`src/rtl/irig_pkg.sv`:
```
// Purpose: shared symbol codes, window percentages and MARK-tracker state for the IRIG front end.
// Latency: n/a (constants and a compile-time helper only).
// Backpressure: n/a.
package irig_pkg;

  // Symbol codes presented on the classifier's sym output.
  localparam logic [1:0] SYM_ZERO = 2'b00;
  localparam logic [1:0] SYM_ONE  = 2'b01;
  localparam logic [1:0] SYM_MARK = 2'b10;

  // Window edges as a percentage of one bit period; each window is [lo, next lo).
  localparam int PCT_ZERO_LO = 10;
  localparam int PCT_ONE_LO  = 35;
  localparam int PCT_MARK_LO = 65;
  localparam int PCT_MARK_HI = 95;

  // MARK tracker: remembers whether the previous classified symbol was a MARK.
  typedef enum logic {
    TRK_IDLE      = 1'b0,
    TRK_PREV_MARK = 1'b1
  } trk_state_t;

  // Bits needed to hold values 0..v-1.
  function automatic int clog2(input int v);
    int r;
    r = 0;
    while ((1 << r) < v) r++;
    return r;
  endfunction

endpackage

```
`src/rtl/irig_input_filter.sv`:
```
// Purpose: 2-FF synchroniser plus FILT_LEN-sample glitch filter for the raw IRIG level.
// Latency: 2 + FILT_LEN cycles from pin to filtered level, identical for both edges.
// Backpressure: none; free-running, strobes are single-cycle.
// Ports: clk, rst_n (async, active-low); din raw level;
//        lvl filtered level; rise/fall 1-cycle strobes coincident with lvl changing.
module irig_input_filter
  import irig_pkg::*;
#(
  parameter int FILT_LEN = 8
) (
  input  logic clk,
  input  logic rst_n,
  input  logic din,
  output logic lvl,
  output logic rise,
  output logic fall
);

  localparam int FCW = clog2(FILT_LEN + 1);

  logic           s1, s2;
  logic [1:0]     warm;
  logic           armed;
  logic [FCW-1:0] cnt;

  // warm marks when s2 holds a real pin sample rather than its reset value.
  // A rise only counts once the pin has been seen low after reset, so a
  // pulse already in progress at reset release never produces a rise strobe.
  always_ff @(posedge clk or negedge rst_n) begin
    if (!rst_n) begin
      s1    <= 1'b0;
      s2    <= 1'b0;
      warm  <= 2'b00;
      armed <= 1'b0;
      cnt   <= '0;
      lvl   <= 1'b0;
      rise  <= 1'b0;
      fall  <= 1'b0;
    end else begin
      s1   <= din;
      s2   <= s1;
      warm <= {warm[0], 1'b1};
      if (warm[1] && !s2) armed <= 1'b1;
      rise <= 1'b0;
      fall <= 1'b0;
      if (s2 != lvl) begin
        if (cnt + 1'b1 == FCW'(FILT_LEN)) begin
          lvl  <= s2;
          cnt  <= '0;
          rise <= s2 & armed;
          fall <= ~s2;
        end else begin
          cnt <= cnt + 1'b1;
        end
      end else begin
        cnt <= '0;
      end
    end
  end

endmodule

```
`src/rtl/irig_pulse_classifier.sv`:
```
// Purpose: measure each filtered IRIG high pulse, classify ZERO/ONE/MARK/ERROR, flag frame start and LOS.
// Latency: classification registered one cycle after the filtered falling edge.
// Backpressure: none; sym_valid/sym_err/frame_start are 1-cycle strobes the consumer must take.
// Ports: clk, rst_n (async, active-low); irig_in raw pin level;
//        sym_valid/sym_err strobes; sym code (held); width of last pulse;
//        frame_start on the 2nd consecutive MARK; los level.
module irig_pulse_classifier
  import irig_pkg::*;
#(
  parameter int CLK_HZ   = 10_000_000,
  parameter int BIT_HZ   = 100,
  parameter int FILT_LEN = 8,
  parameter int CNT_W    = 18
) (
  input  logic             clk,
  input  logic             rst_n,
  input  logic             irig_in,
  output logic             sym_valid,
  output logic [1:0]       sym,
  output logic             sym_err,
  output logic [CNT_W-1:0] width,
  output logic             frame_start,
  output logic             los
);

  localparam int BIT_CYC = CLK_HZ / BIT_HZ;
  localparam logic [CNT_W-1:0] W_ZERO_LO = CNT_W'(PCT_ZERO_LO * BIT_CYC / 100);
  localparam logic [CNT_W-1:0] W_ONE_LO  = CNT_W'(PCT_ONE_LO  * BIT_CYC / 100);
  localparam logic [CNT_W-1:0] W_MARK_LO = CNT_W'(PCT_MARK_LO * BIT_CYC / 100);
  localparam logic [CNT_W-1:0] W_MARK_HI = CNT_W'(PCT_MARK_HI * BIT_CYC / 100);
  localparam logic [CNT_W-1:0] LOS_LAST  = CNT_W'(2 * BIT_CYC - 1);

  logic             filt_lvl, rise, fall;
  logic [CNT_W-1:0] hi_cnt, per_cnt;
  logic             in_pulse;
  logic             classify, is_zero, is_one, is_mark, cls_vld, cls_err;
  logic [1:0]       cls_sym;
  logic             los_set, los_clr_trk, fs_d;
  trk_state_t       trk_q, trk_d;

  irig_input_filter #(.FILT_LEN(FILT_LEN)) u_filter (
    .clk   (clk),
    .rst_n (rst_n),
    .din   (irig_in),
    .lvl   (filt_lvl),
    .rise  (rise),
    .fall  (fall)
  );

  // hi_cnt counts filtered-high cycles, so at the fall strobe it holds the exact width.
  // in_pulse gates classification to pulses whose rising edge was seen.
  always_ff @(posedge clk or negedge rst_n) begin
    if (!rst_n) begin
      hi_cnt   <= '0;
      per_cnt  <= '0;
      in_pulse <= 1'b0;
      los      <= 1'b0;
    end else begin
      if (rise)                        hi_cnt <= CNT_W'(1);
      else if (filt_lvl && hi_cnt != '1) hi_cnt <= hi_cnt + 1'b1;

      if (rise)                per_cnt <= '0;
      else if (per_cnt != '1)  per_cnt <= per_cnt + 1'b1;

      if (rise)       in_pulse <= 1'b1;
      else if (fall)  in_pulse <= 1'b0;

      if (rise)          los <= 1'b0;
      else if (los_set)  los <= 1'b1;
    end
  end

  always_comb begin
    los_set     = !rise && !los && (per_cnt == LOS_LAST);
    los_clr_trk = los_set || los;
    classify    = fall && in_pulse;
    is_zero     = (hi_cnt >= W_ZERO_LO) && (hi_cnt < W_ONE_LO);
    is_one      = (hi_cnt >= W_ONE_LO)  && (hi_cnt < W_MARK_LO);
    is_mark     = (hi_cnt >= W_MARK_LO) && (hi_cnt < W_MARK_HI);
    cls_vld     = classify && (is_zero || is_one || is_mark);
    cls_err     = classify && !(is_zero || is_one || is_mark);
    cls_sym     = is_mark ? SYM_MARK : (is_one ? SYM_ONE : SYM_ZERO);
  end

  // MARK tracker: state register.
  always_ff @(posedge clk or negedge rst_n) begin
    if (!rst_n) trk_q <= TRK_IDLE;
    else        trk_q <= trk_d;
  end

  // MARK tracker: next state. Loss of signal overrides any symbol in the same cycle.
  always_comb begin
    trk_d = trk_q;
    if (los_clr_trk)    trk_d = TRK_IDLE;
    else if (classify)  trk_d = (cls_vld && is_mark) ? TRK_PREV_MARK : TRK_IDLE;
  end

  // MARK tracker: output.
  always_comb begin
    fs_d = cls_vld && is_mark && (trk_q == TRK_PREV_MARK);
  end

  always_ff @(posedge clk or negedge rst_n) begin
    if (!rst_n) begin
      sym_valid   <= 1'b0;
      sym_err     <= 1'b0;
      sym         <= SYM_ZERO;
      width       <= '0;
      frame_start <= 1'b0;
    end else begin
      sym_valid   <= cls_vld;
      sym_err     <= cls_err;
      frame_start <= fs_d;
      if (classify) width <= hi_cnt;
      if (cls_vld)  sym   <= cls_sym;
    end
  end

endmodule

```
`config.mk`:
```
export PLATFORM = sky130hd
export DESIGN_NAME = irig_pulse_classifier
export DESIGN_NICKNAME = d
export VERILOG_FILES = /design/src/rtl/irig_pkg.sv /design/src/rtl/irig_input_filter.sv /design/src/rtl/irig_pulse_classifier.sv
export SDC_FILE = /design/constraint.sdc
export NUM_CORES = 1
export LEC_CHECK = 0
export BUFFER_PORTS_ARGS = -buffer_cell sky130_fd_sc_hd__buf_2
export CAP_MARGIN = 5
export CELL_PAD_IN_SITES_DETAIL_PLACEMENT = 1
export CELL_PAD_IN_SITES_GLOBAL_PLACEMENT = 1
export CORE_ASPECT_RATIO = 1.5
export CORE_MARGIN = 3
export CORE_UTILIZATION = 43
export DETAILED_ROUTE_END_ITERATION = 6
export PLACE_DENSITY = 0.73
export SETUP_SLACK_MARGIN = 0.3
export SYNTH_ARGS = -nofsm -noshare
export SYNTH_HDL_FRONTEND = slang
export SYNTH_SLANG_ARGS = --single-unit
```
`constraint.sdc`:
```
create_clock -name clk -period 1.6 [get_ports clk]
set_input_delay 0.16 -clock clk [delete_from_list [all_inputs] [get_ports clk]]
set_output_delay 0.16 -clock clk [all_outputs]
set_load 0.1 [all_outputs]
```
==> results of run 1 <==
## path summary, 6_finish.rpt
path                       cells past startpoint  slack, ps               to
max in group asynchronous                      3        650  u_filter.cnt[0]
setup reg to reg                               5       -320           sym[0]
hold / removal                                 2        340         width[8]
hold reg to reg                                0        360      u_filter.s2
min in group clk                               0        360      u_filter.s2
setup / recovery                               5       -320           sym[0]
## area by class of cell
type / instances / area (um^2) / area share
multi-input combinational: 258 / 2290 / 0.386
sequential: 74 / 1860 / 0.313
timing repair buffer: 157 / 1310 / 0.221
clock buffer: 12 / 246 / 0.0416
tap: 105 / 131 / 0.0222
inverter: 13 / 51.3 / 0.00865
clock inverter: 3 / 40.0 / 0.00675
## metal layers
metal  vias to the layer above  track usage
met3                        76       0.0552
met5                         -            0
met1                      1897        0.321
li1                       1585            -
met2                       154        0.537
met4                         0        0.170
## worst max-delay path: stages (launching register included)
cell and delay (ps):
dfrtp_1 400, or3_4 400, or4_4 490, o221ai_2 180, a41oi_1 160, a21bo_1 220
## state kept, by name, indices dropped and copies added, names as in the netlist, 2 cells and up
signal         cells
hi_cnt            18
per_cnt           18
sym                2
u_filter.cnt       4
u_filter.warm      2
width             18
## what timing repair did
action | 4_1_cts | 5_1_grt
gates resized for setup | 83 | 73
setup buffers | 24 | 23
setup endpoints to repair | 50 | 64
hold buffers | 2 | 0
pin swaps | 39 | 50
endpoints found under the hold margin | 35 | 0
## synthesized netlist by cell type, types with 6 or more instances
library cell,instances
o21ai_0,14
nand4_1,11
nor3b_1,6
xor2_1,8
inv_1,13
a211oi_1,6
mux2_2,12
xnor2_1,17
a21oi_1,12
nand3_1,17
dfrtp_1,74
nor3_1,12
nor4_1,6
nand2_1,34
clkbuf_1,11
nor2_1,37
## per-stage QoR
stage          instance area (um^2)  instances   util  hold WS (ps)
6_report                       5930        622  0.727           339
5_1_grt                        5930        622  0.727           365
4_1_cts                        5450        599  0.669           339
3_5_place_dp                   4570        558  0.560           147
3_3_place_gp                   4570        558  0.560           144
2_1_floorplan                  3840        365      -          -136
## power by group
| group | switching, uW | internal, uW |
|---|---|---|
| logic | 381 | 287 |
| clock network | 833 | 1240 |
| registers | 81.2 | 1960 |
| total | 1300 | 3490 |
## kinds of logic after synthesis
group                      share of synthesized area
AOI/OAI and AO/OA                              0.105
DFF                                            0.505
xor gates and xnor gates                      0.0597
and+or+nand+nor                                0.218
buffers and inverters                         0.0498
adders and majority gates                     0.0170
other                                        0.00102
muxes                                         0.0450
==> impl_metrics.py, run 1 <==
metrics = {
    "logic_synthesis": {
        "synth.area.top_cells": "dfrtp_1, xnor2_1, nor2_1",
        "yosysWarnings": 0,
        "synth_area_mm2": 0.00367,
        "yosysTopAreaCell": "dfrtp_1",
        "async_reset_ff_frac": 1.00,
        "synth_top_area_frac": 0.505,
        "ys_ff_latch": 74,
        "synth-main-ff-cell": "dfrtp_1",
        "synth_cells": 365,
        "synth.distinct_cells": 56,
        "yosysSeqAreaShare": 0.505,
        "synth-edff-count": 0,
        "syn_avg_cell_area_um2": 10.1,
        "syn_nets": 373,
    },
    "timing": {
        "hold_viol": 0,
        "fin_setup_tns_ps": -6360,
        "finalCritPeriodShare": 1.20,
        "fin_crit_ps": 1920,
        "finalSetupViolations": 42,
        "timing.fmax_mhz": 521,
        "fin_worst_skew_ps": 9.52,
        "rsz0062_at_grt": "true",
        "report.final.slew_viol_count": 0,
        "finalWorstSetupSlack_ps": -321,
    },
    "grt": {
        "grt_max_degree": 41,
        "grt_pass1_vias": 4003,
        "globalRouteOverflowTotal": 0,
        "grt_use_total": 0.302,
        "antenna_found_initial": 0,
        "grt_pass1_wl_mm": 21.8,
    },
    "final_layout": {
        "mostFrequentLayoutCells": "buf_4, dfrtp_1, buf_6",
        "diodes": 0,
        "area_delta_synth_final_pct": 61.6,
        "layout.nets": 521,
        "fillerInstances": 796,
        "final_common_cell": "buf_4",
        "drive_above_1_share": 0.549,
    },
    "setup_path": {
        "startpoint_type": "register",
        "cp-startpoint": "hi_cnt[12]",
        "endpoint_kind": "register",
        "r2r-start": "hi_cnt[12]",
        "crit_required_ps": 1880,
        "path_class": "reg -> reg",
        "arrival_ps": 2200,
        "cp_max_fo": 2,
    },
    "floorplanning": {
        "start_util": 0.450,
        "die_y_um": 119,
        "die_x_um": 81.4,
        "io_pins": 27,
        "rows": 40,
        "die_area_mm2": 0.00970,
        "core_area_mm2": 0.00816,
    },
    "worst_hold_path": {
        "hp-class": "in -> async",
    },
    "route": {
        "wl_per_cell_um": 27.5,
        "ant_nets": 0,
        "drt_wl_total_mm": 17.1,
        "first_iter_violations": 230,
        "dr_wl_met3_um": 648,
        "drc": 0,
        "vias": 3712,
        "top_layer_used": "met4",
        "wl_met1_mm": 6.15,
        "via_per_inst": 5.97,
        "drt_pass1_iterations": 5,
        "route.met2.wl_mm": 9.32,
    },
    "cts": {
        "cts_buffers": 9,
        "cts_buffer_depth": 2,
        "cts_root_buffer": "clkbuf_16",
        "insertion_delay_ps": 340,
        "clk_pin_slew_ps": 60,
        "htreeDepth": 3,
        "clkSinkCount": 74,
        "cts_tree": "done",
    },
    "power": {
        "p_leak_uw": 0.00272,
        "power-per-cell-area_mw_per_mm2": 806,
        "finalPower_uw": 4780,
        "vdd_drop_max_v": 0.00102,
    },
    "placement": {
        "io_buffers": 26,
        "dpl_worst_slack_ps": -184,
        "dpl.hpwl_mm": 7.83,
        "gp_congestion": 0.974,
    },
    "flow_run": {
        "maxCapViolCount": 0,
    },
    "outcome": {
        "violations": "setup timing",
        "status": "finished, violations left",
    },
}
Note: power is estimated with default switching activity, not from simulation.
==> run 2, diff against run 1 <==
- ABC_AREA: unset -> 1
- CORE_UTILIZATION: 43 -> 42
- CTS_BUF_LIST: unset -> sky130_fd_sc_hd__clkbuf_8
- GPL_ROUTABILITY_DRIVEN: unset -> 0
- PLACE_DENSITY: 0.73 -> 0.75
==> impl_metrics.py, run 2 <==
metrics = {
    "logic_synthesis": {
        "synthAdderAreaFrac": 0.0162,
        "ys_ff_latch": 74,
        "async_reset_ff_frac": 1.00,
        "synth_compound_area_frac": 0.0906,
        "synth.area.top_cells": "dfrtp_1, nand2_1, inv_1",
        "synth.area.mux_share": 0,
        "syn_avg_cell_area_um2": 7.81,
        "synthXorXnorAreaFrac": 0.0227,
        "synth-main-ff-cell": "dfrtp_1",
        "synth.distinct_cells": 34,
        "yosysTopAreaCell": "dfrtp_1",
        "synth_top_family_by_area": "simple AND/OR/NAND/NOR gates",
        "synth_cells": 495,
        "syn_nets": 503,
        "synth_top_cells_by_count": "nand2_1, dfrtp_1, inv_1",
        "synth-edff-count": 0,
        "synth_area_mm2": 0.00387,
        "yosysMostFrequentCell": "nand2_1",
        "yosysSeqAreaShare": 0.479,
        "synth_top_area_frac": 0.479,
        "yosysWarnings": 0,
        "synthSimpleGateAreaFrac": 0.311,
    },
    "floorplanning": {
        "core_area_mm2": 0.00888,
        "die_x_um": 84.3,
        "io_pins": 27,
        "die_y_um": 124,
        "rows": 42,
        "start_util": 0.435,
        "die_area_mm2": 0.0104,
    },
    "setup_path": {
        "rr_endpoint": "per_cnt[2]",
        "cp.depth": 6,
        "r2r-start": "per_cnt[1]",
        "startpoint_type": "register",
        "crit_required_ps": 1900,
        "critPathMaxStageDelay_ps": 420,
        "cp_max_fo": 4,
        "r2r_setup_slack_ps": -160,
        "ff2ff_path_depth": 6,
        "arrival_ps": 2050,
        "critPathBufInv": 0,
        "cp-startpoint": "per_cnt[1]",
        "cp_slowest_cell": "dfrtp_1",
        "crit_chain": "ha_4 > nand2_4 > nor3_4 > nand4_1 > or2_4 > a31oi_1",
        "endpoint_kind": "register",
        "path_class": "reg -> reg",
        "path_delay_family": "simple AND/OR/NAND/NOR gates",
        "critPathCapture": "per_cnt[2]",
    },
    "cts": {
        "insertion_delay_ps": 380,
        "cts_buffer_depth": 2,
        "cts_tree": "done",
        "clk_pin_slew_ps": 80,
        "cts_root_buffer": "clkbuf_8",
        "cts_buffers": 9,
        "htreeDepth": 3,
        "clkSinkCount": 74,
    },
    "route": {
        "drt_pass1_iterations": 4,
        "drc": 0,
        "wl_per_cell_um": 20.0,
        "via_per_inst": 5.50,
        "drt_wl_total_mm": 14.5,
        "ant_nets": 0,
        "first_iter_violations": 172,
        "vias": 4002,
    },
    "final_layout": {
        "drive_above_1_share": 0.439,
        "diodes": 0,
        "area_delta_synth_final_pct": 45.5,
        "final_cell_area_mm2": 0.00562,
        "layout.nets": 621,
        "final_util": 0.633,
        "final_common_cell": "buf_4",
        "mostFrequentLayoutCells": "buf_4, nand2_1, dfrtp_1",
        "top_regs": "hi_cnt (18), per_cnt (18), width (18)",
    },
    "placement": {
        "io_buffers": 26,
        "dpl.hpwl_mm": 8.77,
        "placed_cell_area_mm2": 0.00445,
    },
    "timing": {
        "hold_viol": 0,
        "finalSetupViolations": 16,
        "fin_crit_ps": 1760,
        "finalWorstSetupSlack_ps": -157,
        "fin_setup_tns_ps": -900,
        "report.final.slew_viol_count": 0,
        "finalCritPeriodShare": 1.10,
        "timing.fmax_mhz": 569,
        "rsz0062_at_grt": "true",
        "fin_worst_skew_ps": 14.3,
    },
    "worst_hold_path": {
        "hp-class": "in -> async",
    },
    "grt": {
        "grt_pass1_wl_mm": 21.5,
        "grt_max_degree": 33,
        "grt_pass1_vias": 4331,
        "antenna_found_initial": 0,
        "globalRouteOverflowTotal": 0,
        "grt_use_total": 0.269,
    },
    "power": {
        "power-per-cell-area_mw_per_mm2": 768,
        "p_leak_uw": 0.00294,
        "vdd_drop_max_v": 0.000702,
    },
    "outcome": {
        "violations": "setup timing",
        "status": "finished, violations left",
    },
    "flow_run": {
        "maxCapViolCount": 0,
    },
}
-- run 2: cell count changes after synthesis, sizes merged, moves of 6 or more --
cell / previous run / this run
nor3b: 6 / 0
xnor2: 17 / 1
clkbuf: 14 / 8
nand2: 34 / 126
a21oi: 12 / 5
nor2: 37 / 61
nand3: 17 / 40
mux2: 12 / 0
o21ai: 15 / 45
inv: 13 / 61
nand4: 11 / 20
and2: 6 / 0
-- run 2: where the power goes --
part           internal, uW  total [uW]  switching, uW
Sequential             1970        2110            133
Combinational           301         721            420
Clock                   752        1500            743
-- run 2: layer usage --
| layer | GRT usage | wire length (um) |
|---|---|---|
| met1 | 0.270 | 5090 |
| met2 | 0.510 | 8360 |
| met3 | 0.0413 | 406 |
| met4 | 0.172 | 685 |
| met5 | 0 | 0 |
-- run 2: repair_timing --
item,CTS,global route
gates cloned,1,0
resized for setup,104,75
buffers inserted,35,14
hold endpoints to repair,27,0
endpoints found under the setup margin,69,49
hold buffers,2,0
pin swaps,32,44
-- run 2: final cells by class --
cell class	count	area [um^2]
clock inverter	6	57.6
clock buffer	10	138
timing repair buffer	120	1000
sequential	74	1860
inverter	62	255
tap	110	138
fill	1051	3260
multi-input combinational	346	2170
-- run 2: worst min-delay path by stage --
stage          start           to  slack, ps  cells after the start
3_5_place_dp   rst_n   per_cnt[2]        110                      1
4_1_cts        rst_n   per_cnt[6]        260                      2
3_3_place_gp   rst_n   per_cnt[2]        110                      1
5_1_grt        rst_n   per_cnt[1]        290                      2
6_report       rst_n   per_cnt[0]        260                      2
2_1_floorplan  rst_n  frame_start       -140                      0
-- run 2: logic make-up (layout without fill, tap and decap cells) --
group	after synthesis	count (layout)
buffers and inverters	75	198
adder cells (fa/ha/maj)	5	5
flip-flops	74	74
AO/OA/AOI/OAI	59	59
other	1	1
AND/OR/NAND/NOR	271	271
XOR/XNOR	10	10
-- run 2: per-stage QoR --
step / hold WS [ps] / instances / worst slack [ps] / power, uW
CTS: 264 / 714 / -4.00 / 4200
floorplan: -136 / 495 / 71.8 / 2370
global placement: 106 / 660 / 56.2 / 2600
global route: 286 / 728 / -241 / 4510
detailed placement: 110 / 660 / -46.1 / 2640
finish: 265 / 728 / -157 / 4320
==> run 3, diff against run 2 <==
- SKIP_CTS_REPAIR_TIMING: unset -> 1
==> impl_metrics.py, run 3 (synthesized netlist as in run 2, its figures left out) <==
metrics = {
    "timing": {
        "fin_setup_tns_ps": -2310,
        "fin_hold_ws_ps": 257,
        "fin_worst_skew_ps": 12.5,
        "rsz0062_at_grt": "true",
        "timing.fmax_mhz": 570,
        "finalCritPeriodShare": 1.10,
        "hold_viol": 0,
        "finalWorstSetupSlack_ps": -154,
        "report.final.slew_viol_count": 0,
        "finalSetupViolations": 21,
        "fin_crit_ps": 1750,
    },
    "final_layout": {
        "top_regs": "hi_cnt (18), per_cnt (18), width (18)",
        "fillerInstances": 1052,
        "drive_above_1_share": 0.387,
        "mostFrequentLayoutCells": "nand2_1, dfrtp_1, buf_4",
        "layout.nets": 602,
        "diodes": 0,
        "final_common_cell": "nand2_1",
        "final_cell_area_mm2": 0.00537,
        "multiInputGateArea_mm2": 0.00210,
        "layout.cells.non_filler": 709,
        "area_delta_synth_final_pct": 38.9,
        "regArea_mm2": 0.00187,
    },
    "setup_path": {
        "endpoint_kind": "register",
        "arrival_ps": 2030,
        "cp_slowest_cell": "dfrtp_1",
        "critPathMaxStageDelay_ps": 440,
        "crit_required_ps": 1880,
        "path_class": "reg -> reg",
        "ff2ff_path_depth": 6,
        "crit_chain": "ha_4 > nand2_4 > nor3_4 > nand4_1 > or2_4 > a31oi_1",
        "startpoint_type": "register",
        "cp_max_fo": 4,
    },
    "power": {
        "sequentialPowerShare": 0.490,
        "power-per-cell-area_mw_per_mm2": 804,
        "vdd_drop_max_v": 0.000648,
        "finalPower_uw": 4320,
        "p_switching_uw": 1280,
        "p_leak_uw": 0.00272,
        "switching_share": 0.295,
        "p_clk_frac": 0.337,
        "p_int_uw": 3040,
        "combPwrFrac": 0.173,
    },
    "route": {
        "first_iter_violations": 130,
        "drc": 0,
        "wl_per_cell_um": 18.4,
        "via_per_inst": 5.35,
        "ant_nets": 0,
        "drt_pass1_iterations": 4,
        "vias": 3790,
        "drt_wl_total_mm": 13.0,
    },
    "grt": {
        "grt_pass1_wl_mm": 18.6,
        "antenna_found_initial": 0,
        "grt_use_total": 0.229,
        "globalRouteOverflowTotal": 0,
        "grt_max_degree": 33,
        "grt_pass1_vias": 3933,
    },
    "placement": {
        "placed_cells": 660,
        "dpl.hpwl_mm": 8.77,
        "placed_cell_area_mm2": 0.00445,
        "io_buffers": 26,
    },
    "floorplanning": {
        "die_y_um": 124,
        "die_x_um": 84.3,
        "die_area_mm2": 0.0104,
        "rows": 42,
        "core_area_mm2": 0.00888,
        "io_pins": 27,
        "start_util": 0.435,
    },
    "cts": {
        "htreeDepth": 3,
        "clk_pin_slew_ps": 80,
        "insertion_delay_ps": 350,
        "cts_buffers": 9,
        "cts_buffer_depth": 2,
        "cts_root_buffer": "clkbuf_8",
        "clkSinkCount": 74,
        "cts_tree": "done",
    },
    "outcome": {
        "status": "finished, violations left",
        "violations": "setup timing",
    },
    "worst_hold_path": {
        "hp-class": "in -> async",
    },
    "flow_run": {
        "maxCapViolCount": 0,
    },
}
run 3: through the flow:
step | utilization | worst slack (ps)
after floorplan | - | 71.8
after global placement | 0.501 | 56.2
after detailed placement | 0.501 | -46.1
after CTS | 0.523 | -59.3
after global routing | 0.605 | -239
final | 0.605 | -154
run 3: power groups by stage:
| stage | Clock, uW | Sequential (uW) | Combinational, uW |
|---|---|---|---|
| after global routing | 1580 | 2130 | 804 |
| after global placement | 0 | 2110 | 490 |
| after detailed placement | 0 | 2110 | 520 |
| after CTS | 1500 | 2080 | 522 |
| after floorplan | 0 | 2100 | 264 |
| final | 1450 | 2120 | 747 |
run 3: area by class of cell:
| class | count | share of cell area |
|---|---|---|
| Multi-Input combinational cell | 346 | 0.391 |
| Sequential cell | 74 | 0.347 |
| Timing Repair Buffer | 101 | 0.155 |
| Inverter | 62 | 0.0454 |
| Clock buffer | 10 | 0.0256 |
| Tap cell | 110 | 0.0256 |
| Clock inverter | 6 | 0.0107 |
run 3: worst max-delay path, delay by kind of cell, from the launching register on:
| kind | cells | cell delay [ps] |
|---|---|---|
| adders and majority gates | 1 | 190 |
| and+or+nand+nor | 4 | 900 |
| DFF | 1 | 440 |
| AOI/OAI and AO/OA | 1 | 140 |
run 3: final timing paths:
| check | from | endpoint | slack (ps) |
|---|---|---|---|
| worst max-delay path | per_cnt[1] | per_cnt[3] | -150 |
| worst min-delay path | rst_n | per_cnt[3] | 260 |
| worst max register to register | per_cnt[1] | per_cnt[3] | -150 |
| worst min register to register | u_filter.s1 | u_filter.s2 | 360 |
| max in group asynchronous | rst_n | los | 760 |
| min in group clk | u_filter.s1 | u_filter.s2 | 360 |
run 3: routing by layer:
layer	track usage	vias to the layer above	routed length (um)
met5	0	-	0
met2	0.450	71	7600
met1	0.234	1883	4680
met3	0.0340	36	289
li1	-	1800	-
met4	0.112	0	473
